[config.mk]
export PLATFORM = sky130hd
export DESIGN_NAME = micro_seq
export DESIGN_NICKNAME = d
export VERILOG_FILES = /design/src/rtl/micro_seq_pkg.sv /design/src/rtl/micro_prog_mem.sv /design/src/rtl/micro_seq.sv
export SDC_FILE = /design/constraint.sdc
export NUM_CORES = 1
export LEC_CHECK = 0
export CORE_AREA = 5 5 112 114
export CTS_CLUSTER_SIZE = 25
export DETAILED_ROUTE_END_ITERATION = 7
export DIE_AREA = 0 0 117 119
export PLACE_DENSITY = 0.78
export SYNTH_ARGS = -nofsm -noshare
export SYNTH_HDL_FRONTEND = slang
export SYNTH_SLANG_ARGS = --single-unit
export TNS_END_PERCENT = 20
[constraint.sdc]
create_clock -name clk -period 3.4 [get_ports clk]
set_clock_uncertainty 0.05 [all_clocks]
set_input_delay 0.34 -clock clk [delete_from_list [all_inputs] [get_ports clk]]
set_output_delay 0.34 -clock clk [all_outputs]
set_load 0.1 [all_outputs]
[src/rtl/micro_seq_pkg.sv]
// Shared encodings for the micro sequencer: opcode prefixes, fill words and FSM states.
package micro_seq_pkg;

   localparam logic [1:0] SEQ_CLASS = 2'b11;

   localparam logic [3:0] OP_JMP  = 4'hC;
   localparam logic [3:0] OP_DJNZ = 4'hD;
   localparam logic [3:0] OP_LDC  = 4'hE;
   localparam logic [3:0] OP_HALT = 4'hF;

   // No register load, OE[7] selects nobody: the datapath bus floats.
   localparam logic [7:0] NOP_WORD  = 8'hC7;
   localparam logic [7:0] HALT_FILL = 8'hF0;

   typedef enum logic [1:0] {
      ST_IDLE,
      ST_RUN,
      ST_DONE
   } state_t;

   function automatic logic is_seq_word(input logic [7:0] w);
      return (w[7:6] == SEQ_CLASS);
   endfunction

endpackage

[src/rtl/micro_prog_mem.sv]
// Program store: 2**PC_W x 8 register file, reset-filled with HALT, one write port, async read.
module micro_prog_mem
   import micro_seq_pkg::*;
#(
   parameter int unsigned PC_W = 4
) (
   input  logic            clk,
   input  logic            rst,
   input  logic            we,
   input  logic [PC_W-1:0] waddr,
   input  logic [7:0]      wdata,
   input  logic [PC_W-1:0] raddr,
   output logic [7:0]      rdata
);

   localparam int unsigned DEPTH = 1 << PC_W;

   logic [7:0] mem [DEPTH];

   always_ff @(posedge clk) begin
      if (rst) begin
         mem <= '{default: HALT_FILL};
      end else if (we) begin
         mem[waddr] <= wdata;
      end
   end

   assign rdata = mem[raddr];

endmodule

[src/rtl/micro_seq.sv]
// Micro sequencer: fetches one word per cycle, forwards datapath words, executes JMP/DJNZ/LDC/HALT.
module micro_seq
   import micro_seq_pkg::*;
#(
   parameter int unsigned PC_W = 4
) (
   input  logic            clk,
   input  logic            rst,
   input  logic            prog_we,
   input  logic [PC_W-1:0] prog_addr,
   input  logic [7:0]      prog_wdata,
   input  logic            start,
   output logic [7:0]      inst,
   output logic            busy,
   output logic            done,
   output logic [PC_W-1:0] pc
);

   state_t          state;
   logic [3:0]      cnt;
   logic [3:0]      cnt_dec;
   logic [7:0]      word;
   logic [PC_W-1:0] target;
   logic [PC_W-1:0] pc_inc;
   logic            mem_we;

   // Program loads are only accepted while the sequencer is parked.
   assign mem_we  = prog_we && (state == ST_IDLE);
   assign cnt_dec = cnt - 4'd1;
   assign target  = PC_W'(word[3:0]);
   assign pc_inc  = pc + 1'b1;

   micro_prog_mem #(
      .PC_W (PC_W)
   ) u_mem (
      .clk   (clk),
      .rst   (rst),
      .we    (mem_we),
      .waddr (prog_addr),
      .wdata (prog_wdata),
      .raddr (pc),
      .rdata (word)
   );

   always_ff @(posedge clk) begin
      if (rst) begin
         state <= ST_IDLE;
         pc    <= '0;
         cnt   <= '0;
         inst  <= NOP_WORD;
         busy  <= 1'b0;
         done  <= 1'b0;
      end else begin
         inst <= NOP_WORD;
         done <= 1'b0;
         case (state)
            ST_IDLE: begin
               if (start) begin
                  state <= ST_RUN;
                  pc    <= '0;
                  busy  <= 1'b1;
               end
            end
            ST_RUN: begin
               if (!is_seq_word(word)) begin
                  inst <= word;
                  pc   <= pc_inc;
               end else begin
                  case (word[7:4])
                     OP_JMP: begin
                        pc <= target;
                     end
                     OP_DJNZ: begin
                        cnt <= cnt_dec;
                        pc  <= (cnt_dec != 4'd0) ? target : pc_inc;
                     end
                     OP_LDC: begin
                        cnt <= word[3:0];
                        pc  <= pc_inc;
                     end
                     default: begin
                        state <= ST_DONE;
                        busy  <= 1'b0;
                        done  <= 1'b1;
                     end
                  endcase
               end
            end
            ST_DONE: begin
               state <= ST_IDLE;
            end
            default: begin
               state <= ST_IDLE;
               busy  <= 1'b0;
            end
         endcase
      end
   end

endmodule

Yosys cells after proc, flatten, opt, wreduce, memory -nomap -nowiden
Index checks and enable logic that the tools add are counted.
{ "totals": {"elab_cells": 76, "out_inout_bits": 14, "reg_bits": 148, "in_bits": 16} }
{ "op_classes": {"addsub": 2, "n_reduce_logical": 13, "n_bitwise": 5, "n_eq_ne": 10, "n_lt_le_gt_ge": 3, "muxes": 21} }
{ "ops": {"columns": ["operator", "n"], "rows": [
  ["$bwmux W128", 1],
  ["$bmux W8 S4", 1],
  ["$demux W8 S4", 1],
  ["$mux W8", 3],
  ["$pmux W4 S2", 2],
  ["$eq A4 B4 Y1 const B", 3],
  ["$mux W4", 3],
  ["$pmux W4 S3", 1],
  ["$ge A5 B5 Y1 const B", 2],
  ["$not A4 Y5", 2],
  ["$reduce_and A3 Y1", 3],
  ["$reduce_or A3 Y1", 3],
  ["$mux W2", 3],
  ["$ne A2 B2 Y1 const B", 3],
  ["$lt A5 B1 Y1 const B", 1],
  ["$ne A5 B4 Y1 const B", 1],
  ["$add A4 B1 Y4 const B", 1],
  ["$eq A2 B2 Y1 const B", 2],
  ["$mux W1", 4],
  ["$pmux W2 S2", 1],
  ["$reduce_and A4 Y1", 1],
  ["$reduce_bool A2 Y1", 2],
  ["$reduce_bool A4 Y1", 1],
  ["$sub A4 B1 Y4 const B", 1],
  ["other kinds (5)", 8]
]} }

Logic depth before layout (Yosys ltp)
{ "logic_depth": {"depth_word": 9, "mapped_depth": 10, "mapped_depth_nobuf": 9} }

Hierarchy
From an unflattened synthesis, not the netlist that was laid out.
{ "unflattened": {"hier_cells": 743, "hier_area_um2": 7258.2} }
{ "modules_own_cells": {"columns": ["module", "instances", "cells_per_inst", "area_each_um2", "seq_area_each_um2"], "rows": [
  ["micro_prog_mem", 1, 625, 6229.7, 2562.5],
  ["micro_seq", 1, 118, 1028.5, 400.4]
]} }

Least setup slack after synthesis
No wires, ideal clock.
{ "synth_path": {"path_type": "register to register", "start": "register pc[0]", "end": "register cnt[0]", "setup_time_ns": 0.134, "t_required_ns": 3.216, "n_path_buf": 3, "slack_ns": 0.266, "t_arrival_ns": 2.951, "path_stages_with_launch": 9, "synth_period_minus_slack_ns": 3.134, "path_cell_list": "dfxtp_1 > buf_6 > buf_8 > buf_6 > mux4_2 > mux4_2 > or2_1 > a21oi_1 > a211oi_1"} }
{ "synth_via": {"elab_chain_cells": 7, "elab_cells_between_ends": 10, "cone_classes": "3 x eq/ne; 4 x mux; 1 x bitwise; 2 x reduce/logical"} }
{ "synth_lines": {"columns": ["element", "line", "text"], "rows": [
  ["start: declaration", "micro_seq.sv:16", "output logic [PC_W-1:0] pc"],
  ["start signal: assignment", "micro_seq.sv:67", "pc <= pc_inc;"],
  ["start signal: assignment", "micro_seq.sv:71", "pc <= target;"],
  ["start signal: assignment", "micro_seq.sv:75", "pc <= (cnt_dec != 4'd0) ? target : pc_inc;"],
  ["$not A4 Y5 (not written as such) *", "micro_prog_mem.sv:28", "assign rdata = mem[raddr];"],
  ["$bmux W8 S4 *", "micro_prog_mem.sv:28", null],
  ["$mux W8 (not written as such) * (2 in series)", "micro_prog_mem.sv:28", null],
  ["$eq A4 B4 Y1", "micro_seq.sv:69", "case (word[7:4])"],
  ["$reduce_bool A2 Y1 (no line)", null, null],
  ["$reduce_and A3 Y1 (no line)", null, null],
  ["end signal: assignment", "micro_seq.sv:74", "cnt <= cnt_dec;"],
  ["end signal: assignment", "micro_seq.sv:78", "cnt <= word[3:0];"],
  ["end: declaration", "micro_seq.sv:20", "logic [3:0] cnt;"]
]} }
Mark *: on every way between the ends. The rest lies on a longest branch, timed or not. The select of a mux whose other input is x is not followed.
A chain may end at the register's enable or synchronous reset.

Worst setup path after layout
{ "layout_path": {"start": "register pc[0]", "end": "register pc[1]"} }
{ "layout_via": {"elab_chain_cells": 8, "elab_cells_between_ends": 15, "cone_classes": "1 x add/sub; 5 x eq/ne; 7 x mux; 1 x bitwise; 1 x reduce/logical"} }
{ "layout_lines": {"columns": ["element", "line", "text"], "rows": [
  ["$not A4 Y5 (not written as such)", "micro_prog_mem.sv:28", null],
  ["$bmux W8 S4", "micro_prog_mem.sv:28", null],
  ["$mux W8 (not written as such) (2 in series)", "micro_prog_mem.sv:28", null],
  ["$eq A4 B4 Y1 / $mux W4 (equally long branches)", "micro_seq.sv:69, micro_seq.sv:75", null],
  ["$pmux W4 S3", "micro_seq.sv:69", null],
  ["$mux W4", "micro_seq.sv:65", "if (!is_seq_word(word)) begin"],
  ["$pmux W4 S2", "micro_seq.sv:56", "case (state)"]
]} }
Parallel ways exist; a longest one is shown, timed or not. The select of a mux whose other input is x is not followed.

==> results.json <==
{
  "status": "finished clean",
  "cts_buffers": 17,
  "htree_levels": 4,
  "rows": 39,
  "syn-cell-area_sq_um": 6720,
  "drive_gt1_frac": 0.149,
  "track_usage": 0.250,
  "synth_cell_type_count": 50,
  "grt_first_pass_wirelength_um": 27100,
  "maxCapViolations": 0,
  "start_util": 0.594,
  "fin_nets": 703,
  "yosysWarnings": 0,
  "maxSlewViolCount": 0,
  "num_antenna_cells": 0,
  "dp_hpwl_um": 11000,
  "path_class": "reg2reg",
  "die_y_um": 119,
  "first_iter_violations": 643,
  "worst_slew_pin_slew_ps": 1080,
  "port_buffers": 29,
  "vias": 5280,
  "cts_resized": 0,
  "top_usage_layer": "met2",
  "met1_usage": 0.325,
  "setup_viol": 0,
  "routabilityCongestion": 0.885,
  "syn_inst": 668,
  "syn2layout_area_growth_pct": 14.5,
  "cts.sinks": 148,
  "grt_overflow": 0,
  "hold_slack_ps": 237,
  "cts_setup_buffers": 0,
  "finalCritPeriodShare": 0.836,
  "timing.fmax_mhz": 352,
  "met3_usage": 0.0532,
  "slew_headroom": 0.277,
  "ctsHoldBuffers": 0,
  "ys_seq_elements": 148,
  "path_max_fanout": 17,
  "cp-end-kind": "register",
  "clk_latency_ps": 420,
  "clk_pin_slew_ps": 60,
  "detail_route.wl_per_cell_um": 19.9,
  "synth_enable_flop_cells": 0,
  "start_kind": "register",
  "finalSetupTns_ps": 0,
  "cp.required_ps": 3640,
  "leakage_nw": 2.78,
  "clockRootBuffer": "clkbuf_16",
  "drc": 0,
  "grt_pass1_vias": 5253,
  "top_level_ports": 30,
  "routed_wl_um": 16700,
  "core_sq_um": 11300,
  "n_fill_cell": 819,
  "hold_path_class": "in2reg",
  "final_cell_mix": "dfxtp_1, nand2_1, nor2_1",
  "dieArea_sq_um": 13900,
  "power.density_nw_per_um2": 509,
  "p_total_mw": 3.92,
  "instances_no_fill": 840,
  "arrival_ps": 3080,
  "cts_tree": "yes",
  "die_w_um": 117,
  "synthesis.nets": 687,
  "grt_use_met2": 0.399,
  "layout_commonest_cell": "dfxtp_1",
  "hold_viol_final": 0,
  "synthFlopType": "dfxtp_1",
  "synthArstFlopShare": 0,
  "rsz0062_at_grt": "false",
  "ir_drop_mv": 0.310,
  "drtPass1Iterations": 6,
  "grt_max_degree": 110,
  "grt_antenna_before_repair": 0,
  "via_per_inst": 6.29,
  "avgSynthCellArea_sq_um": 10.1,
  "clk_path_buf_depth": 2,
  "yosysSeqAreaShare": 0.441,
  "place_inst": 808,
  "drtAntennaViolNets": 0,
  "period_minus_slack_ps": 2840
}
[kinds of logic after synthesis]
family / after synthesis / synth area share
compound gates: 90 / 0.107
xor+xnor: 1 / 0.00130
fa+ha+maj: 3 / 0.00558
buf+inv: 59 / 0.0396
flops: 148 / 0.441
mux: 92 / 0.201
simple gates: 275 / 0.205
[final timing paths]
path                       from            end  slack (ps)  cells after the start
setup / recovery          pc[0]          pc[1]         560                      7
hold / removal              rst           busy         240                      2
setup reg to reg          pc[0]          pc[1]         560                      7
hold reg to reg   u_mem.mem[27]  u_mem.mem[27]         410                      2
[flip-flops by register name, summed over array words and instances (netlist names)]
signal / count
u_mem.mem: 128
inst: 8
cnt: 4
pc: 4
state: 2
busy: 1
done: 1
[layout make-up]
cell class	instances	area (sq um)	area share
Sequential cell	148	2960	0.385
Clock inverter	11	125	0.0163
Timing Repair Buffer	48	433	0.0563
Inverter	8	30.0	0.00390
Tap cell	143	179	0.0232
Clock buffer	21	470	0.0611
Multi-Input combinational cell	461	3490	0.454
[per-stage QoR]
| step | util | cell area [sq um] | worst slack [ps] |
|---|---|---|---|
| 6_report | 0.680 | 7700 | 558 |
| 5_1_grt | 0.680 | 7700 | 381 |
| 4_1_cts | 0.680 | 7700 | 561 |
| 3_5_place_dp | 0.627 | 7100 | 565 |
| 3_3_place_gp | 0.627 | 7100 | 634 |
| 2_1_floorplan | - | 6720 | 266 |
[layer usage]
metal  up-vias  wire length (um)
li1       2404                 -
met3        48              1140
met1      2617              6920
met4         0               523
met2       211              8120
met5         -                 0
[worst max-delay path, stage by stage (launching register included)]
cell and delay [ps]:
dfxtp_2 720, mux4_2 580, mux2i_1 160, mux2_2 240, nor2_1 90, a211oi_4 440, mux2i_1 290, o2bb2ai_1 140
[synthesized netlist by cell type (3+ instances only)]
cell,n,area [sq um]
dfxtp_1,148,2960
nand2_1,74,278
nor2_1,72,270
mux2i_1,54,541
a211o_1,44,385
nor2b_1,41,257
clkbuf_1,35,131
mux4_2,34,766
nand3_1,29,145
a21oi_1,24,120
nand3b_1,20,150
inv_1,8,30.0
and3_1,7,43.8
nand2b_1,7,43.8
buf_1,6,22.5
and2_1,5,31.3
buf_4,4,30.0
mux2_2,4,45.0
nand4_1,4,25.0
a22oi_1,3,22.5
buf_2,3,15.0
ha_1,3,37.5
nor3_1,3,15.0
or3_1,3,18.8
[power breakdown]
part           total, mW  switching, mW  internal, mW
Combinational      0.261          0.165        0.0960
Sequential          1.79         0.0205          1.77
Clock               1.87          0.731          1.14
(Power assumes the default switching activity.)
